===== src/rtl/param_cfg_sequencer.sv =====
// -----------------------------------------------------------------------------
// param_cfg_sequencer
//
// Loads and applies the four configuration fields (W, X, Y, Z) of a
// parameterised datapath block at run time. Two requesters share one shadow
// register set:
//   - a named port (field select + value, optional commit), and
//   - a positional stream (values in order W, X, Y, Z; may stop early with
//     ps_last).
// A commit copies shadow -> active in one cycle and pulses cfg_update.
//
// Build option:
//   PCS_AUTO_COMMIT_EN  defined   : end of a positional session commits.
//                       undefined : end of a positional session returns to
//                                   IDLE; only nm_commit / commit_req commit.
//
// Ports:
//   clk, rst_n              clock (rising edge), async active-low reset
//   nm_valid/nm_ready       named write handshake
//   nm_sel, nm_data         field select (0=W 1=X 2=Y 3=Z) and value
//   nm_commit               commit after this named write
//   ps_valid/ps_ready       positional beat handshake
//   ps_data, ps_last        positional value, final beat of session
//   commit_req              standalone commit request (level, used in IDLE)
//   cfg_hold                downstream busy; holds off a pending commit
//   cfg_w/x/y/z             active configuration (Y is 8 bits)
//   cfg_update              one-cycle pulse when the active set is loaded
//   busy                    controller not in IDLE
// -----------------------------------------------------------------------------
module param_cfg_sequencer #(
    parameter int unsigned     DW    = 32,
    parameter logic [DW-1:0]   DEF_W = DW'(9),
    parameter logic [DW-1:0]   DEF_X = DW'(9),
    parameter logic [7:0]      DEF_Y = 8'd9,
    parameter logic [DW-1:0]   DEF_Z = DW'(9)
) (
    input  logic          clk,
    input  logic          rst_n,
    input  logic          nm_valid,
    output logic          nm_ready,
    input  logic [1:0]    nm_sel,
    input  logic [DW-1:0] nm_data,
    input  logic          nm_commit,
    input  logic          ps_valid,
    output logic          ps_ready,
    input  logic [DW-1:0] ps_data,
    input  logic          ps_last,
    input  logic          commit_req,
    input  logic          cfg_hold,
    output logic [DW-1:0] cfg_w,
    output logic [DW-1:0] cfg_x,
    output logic [7:0]    cfg_y,
    output logic [DW-1:0] cfg_z,
    output logic          cfg_update,
    output logic          busy
);

    typedef enum logic [1:0] {
        ST_IDLE   = 2'd0,
        ST_POS    = 2'd1,
        ST_COMMIT = 2'd2
    } state_t;

    // Where a positional session goes once its last field is written.
`ifdef PCS_AUTO_COMMIT_EN
    localparam state_t SESSION_END_ST = ST_COMMIT;
`else
    localparam state_t SESSION_END_ST = ST_IDLE;
`endif

    state_t        state_q;
    logic          rr_pos_q;      // 1: positional requester wins the next tie
    logic [1:0]    beat_q;        // index of the next positional field
    logic          cfg_update_q;

    logic [DW-1:0] sh_w_q, sh_x_q, sh_z_q;
    logic [7:0]    sh_y_q;
    logic [DW-1:0] act_w_q, act_x_q, act_z_q;
    logic [7:0]    act_y_q;

    logic          nm_fire, ps_fire;
    logic          wr_en;
    logic [1:0]    wr_sel;
    logic [DW-1:0] wr_data;

    // Ready generation: in IDLE a contended pair is resolved by rr_pos_q, so
    // exactly one side is ready when both are valid.
    always_comb begin
        nm_ready = 1'b0;
        ps_ready = 1'b0;
        unique case (state_q)
            ST_IDLE: begin
                nm_ready = !ps_valid || !rr_pos_q;
                ps_ready = !nm_valid ||  rr_pos_q;
            end
            ST_POS:  ps_ready = 1'b1;
            default: ;
        endcase
    end

    assign nm_fire = nm_valid && nm_ready;
    assign ps_fire = ps_valid && ps_ready;

    // Shadow write port shared by both requesters. A positional beat
    // accepted in IDLE is always beat 0 (field W).
    always_comb begin
        wr_en   = nm_fire || ps_fire;
        wr_data = nm_fire ? nm_data : ps_data;
        if (nm_fire)
            wr_sel = nm_sel;
        else if (state_q == ST_IDLE)
            wr_sel = 2'd0;
        else
            wr_sel = beat_q;
    end

    always_ff @(posedge clk or negedge rst_n) begin
        if (!rst_n) begin
            state_q      <= ST_IDLE;
            rr_pos_q     <= 1'b0;
            beat_q       <= 2'd0;
            cfg_update_q <= 1'b0;
            sh_w_q       <= DEF_W;
            sh_x_q       <= DEF_X;
            sh_y_q       <= DEF_Y;
            sh_z_q       <= DEF_Z;
            act_w_q      <= DEF_W;
            act_x_q      <= DEF_X;
            act_y_q      <= DEF_Y;
            act_z_q      <= DEF_Z;
        end else begin
            cfg_update_q <= 1'b0;

            if (wr_en) begin
                unique case (wr_sel)
                    2'd0: sh_w_q <= wr_data;
                    2'd1: sh_x_q <= wr_data;
                    2'd2: sh_y_q <= wr_data[7:0];
                    default: sh_z_q <= wr_data;
                endcase
            end

            unique case (state_q)
                ST_IDLE: begin
                    if (nm_fire) begin
                        if (ps_valid)
                            rr_pos_q <= 1'b1;
                        state_q <= nm_commit ? ST_COMMIT : ST_IDLE;
                    end else if (ps_fire) begin
                        if (nm_valid)
                            rr_pos_q <= 1'b0;
                        if (ps_last) begin
                            beat_q  <= 2'd0;
                            state_q <= SESSION_END_ST;
                        end else begin
                            beat_q  <= 2'd1;
                            state_q <= ST_POS;
                        end
                    end else if (commit_req) begin
                        state_q <= ST_COMMIT;
                    end
                end
                ST_POS: begin
                    // Beat 3 (field Z) always closes the session.
                    if (ps_fire) begin
                        if (ps_last || beat_q == 2'd3) begin
                            beat_q  <= 2'd0;
                            state_q <= SESSION_END_ST;
                        end else begin
                            beat_q  <= beat_q + 2'd1;
                        end
                    end
                end
                ST_COMMIT: begin
                    if (!cfg_hold) begin
                        act_w_q      <= sh_w_q;
                        act_x_q      <= sh_x_q;
                        act_y_q      <= sh_y_q;
                        act_z_q      <= sh_z_q;
                        cfg_update_q <= 1'b1;
                        state_q      <= ST_IDLE;
                    end
                end
                default: state_q <= ST_IDLE;
            endcase
        end
    end

    assign cfg_w      = act_w_q;
    assign cfg_x      = act_x_q;
    assign cfg_y      = act_y_q;
    assign cfg_z      = act_z_q;
    assign cfg_update = cfg_update_q;
    assign busy       = (state_q != ST_IDLE);

endmodule

===== config.mk =====
export PLATFORM = sky130hd
export DESIGN_NAME = param_cfg_sequencer
export DESIGN_NICKNAME = d
export VERILOG_FILES = /design/src/rtl/param_cfg_sequencer.sv
export SDC_FILE = /design/constraint.sdc
export NUM_CORES = 1
export LEC_CHECK = 0
export CORE_MARGIN = 10
export CORE_UTILIZATION = 51
export DETAILED_ROUTE_END_ITERATION = 7
export PLACE_DENSITY = 0.89
export SKIP_CTS_REPAIR_TIMING = 1
export SLEW_MARGIN = 20
export SYNTH_ARGS = -nofsm -noshare
export SYNTH_HDL_FRONTEND = slang
export SYNTH_SLANG_ARGS = --single-unit

===== constraint.sdc =====
create_clock -name clk -period 2.8 [get_ports clk]
set_clock_uncertainty 0.1 [all_clocks]
set_input_delay 0.28 -clock clk [delete_from_list [all_inputs] [get_ports clk]]
set_output_delay 0.28 -clock clk [all_outputs]
set_load 0.05 [all_outputs]

==> impl_metrics.toml <==
[grt]
grt_util_all_layers = 0.175
grt_remaining_overflow = 0
grt_max_degree = 106
antenna_found_initial = 0
grt_first_pass_wirelength_um = 31800
grt_pass1_vias = 5776

[floorplanning]
die_w_um = 150
die_area_sq_um = 22600
ioPinCount = 182
core_sq_um = 16600
num_rows = 47
die_y_um = 150
initial_core_util = 0.522

[place]
gp_congestion = 0.879
dp_slack_ps = 361
portBuffers = 181
dp_hpwl_um = 13500

[drt]
viasPerCell = 5.27
drt_iter0_drc = 235
ant_nets = 0
drt_pass1_iterations = 4
drt-wirelength-per-cell_um = 20.8
drt-total-wl_um = 19700
drc = 0
vias = 4980

[synth]
synthArstFlopShare = 1.00
synth_edf_count = 0
yosysUniqueCellTypes = 33
yosys-top-cells-area = "dfrtp_1 (57%), mux2_2 (29%), dfstp_2 (4.9%)"
synth-seq-cells = 214
synthFlopType = "dfrtp_1"
synth.top_cell.area_share = 0.573
synthesis.area_sq_um = 8650
synthCells = 522
synth_warnings = 0
synth_top_cell_by_area = "dfrtp_1"
syn_area_per_cell_sq_um = 16.6
synth_fp_nets = 597
ys_seq_area_frac = 0.621

[finish]
seq_area_sq_um = 5380
fillCellCount = 1085
final_net_count = 784
drive_above_1_share = 0.421
multi_input_area_sq_um = 3060
n_antenna_cell = 0
layout_commonest_cell = "mux2_2"
area_growth_pct = 32.1
most-common-layout-cells = "mux2_2 (226), dfrtp_1 (198), clkdlybuf4s50_1 (179), clkbuf_16 (23), dfstp_2 (16)"

[flow_run]
drv_cap = 0

[clocking]
cts_buffers = 22
cts_tree = "done"
cts.sinks = 214
clk_path_buf_depth = 3
cts_root_buffer = "clkbuf_16"
clkTransAtPathRegs_ps = 60
cts_max_level = 1
worstSkewPairLatency_ps = 490

[critical_path]
end_kind = "primary output"
start_kind = "register"
path_cells = "nor2_1 -> inv_1 -> clkdlybuf4s50_1"
arrival_ps = 2240
path_max_fanout = 9
worstSetupPathType = "register to primary output"
worstPathRequired_ps = 2420
cp_slowest_stage_delay_ps = 730
cp_slowest_cell = "clkdlybuf4s50_1"

[power]
vdd_drop_max_uv = 1100
total_power_mw = 16.2
p_clk_frac = 0.186
internal_power_mw = 9.73
seqPwrFrac = 0.349
comb_power_share = 0.465
p_switching_mw = 6.43
sw_frac_of_total = 0.398
power.density_nw_per_um2 = 1410
p_leak_nw = 4.85

[timing]
fin_crit_sh = 0.934
finalHoldViolations = 0
grt_setup_unrepaired = "false"
slew_violations = 0
fmax_mhz = 382
fin_setup_tns_ps = 0
hold_ws_ps = 203
min_period_ps = 2620
max-slew-margin-rel = 0.593
worstMarginPinSlew_ps = 611
setup_violations = 0
setup_ws_ps = 184

[min_path]
worst_hold_path_type = "input pin to asynchronous set/reset pin"

[run_status]
outcome = "completed"
==> kinds of logic after synthesis <==
group                    count (synthesis)  synth area share
AO/OA/AOI/OAI                           14            0.0161
AND/OR/NAND/NOR                         22            0.0149
flip-flops                             214             0.621
XOR/XNOR                                 1           0.00101
adder cells (fa/ha/maj)                  1           0.00145
buffers and inverters                   29            0.0265
multiplexers                           241             0.319
==> final cells by class <==
cell class,instances,share of cell area
sequential,214,0.470
multi-input combinational,279,0.267
timing repair buffer,190,0.171
clock buffer,32,0.0577
tap,220,0.0241
clock inverter,8,0.00898
inverter,2,0.000657
==> through the flow <==
| stage | instance area (sq um) | utilization | std cells |
|---|---|---|---|
| after global routing | 11400 | 0.689 | 945 |
| after CTS | 11400 | 0.688 | 944 |
| final | 11400 | 0.689 | 945 |
| after detailed placement | 10700 | 0.642 | 904 |
| after floorplan | 8650 | - | 522 |
| after global placement | 10700 | 0.642 | 904 |
==> synth_stat cells, types with 3 or more instances <==
| master | n |
|---|---|
| buf_4 | 7 |
| mux2_2 | 226 |
| buf_6 | 11 |
| mux2_1 | 3 |
| o21ai_0 | 3 |
| nor2_1 | 6 |
| buf_2 | 9 |
| dfrtp_1 | 198 |
| nand2_1 | 5 |
| dfstp_2 | 16 |
| mux2_4 | 12 |
| nor2b_1 | 3 |
==> worst max-delay path, delay by kind of cell (launching register included) <==
family	cells	cell delay [ps]
buf+inv	2	880
flops	1	490
simple gates	1	380
==> state kept, by name (all words and copies together) (netlist names) <==
name,flops
sh_w_q,32
rr_pos_q,1
cfg_z,32
cfg_x,32
sh_z_q,32
cfg_y,8
sh_y_q,8
beat_q,2
cfg_w,32
cfg_update,1
state_q,2
sh_x_q,32
==> power groups by stage <==
| stage | Sequential, mW | Combinational [mW] | Clock, mW |
|---|---|---|---|
| after global placement | 5.56 | 7.38 | 0 |
| after CTS | 5.64 | 7.63 | 3.06 |
| after global routing | 5.84 | 7.90 | 3.20 |
| after floorplan | 8.02 | 2.68 | 0 |
| after detailed placement | 5.67 | 7.59 | 0 |
| final | 5.64 | 7.52 | 3.00 |
==> final timing paths <==
check	slack, ps	cells past startpoint	endpoint	from
worst max-delay path	180	3	busy	state_q[1]$_DFFE_PN0P_
worst min-delay path	200	2	cfg_x[10]$_DFFE_PN0P_	rst_n
worst max register to register	580	5	sh_w_q[6]$_DFFE_PN0P_	state_q[0]$_DFFE_PN0P_
worst min register to register	400	1	sh_z_q[1]$_DFFE_PN0P_	sh_z_q[1]$_DFFE_PN0P_
max in group asynchronous	1630	3	cfg_w[17]$_DFFE_PN0P_	rst_n
min in group clk	360	2	beat_q[0]$_DFFE_PN0P_	ps_last
==> layer usage <==
layer  share of wire  GRT usage  wire, um
met4          0.0099     0.0326       195
met2            0.50      0.300      9900
met3           0.079     0.0564      1550
met5               0          0         0
met1            0.41      0.214      8030
No activity file was read; power rests on OpenSTA's default activity.
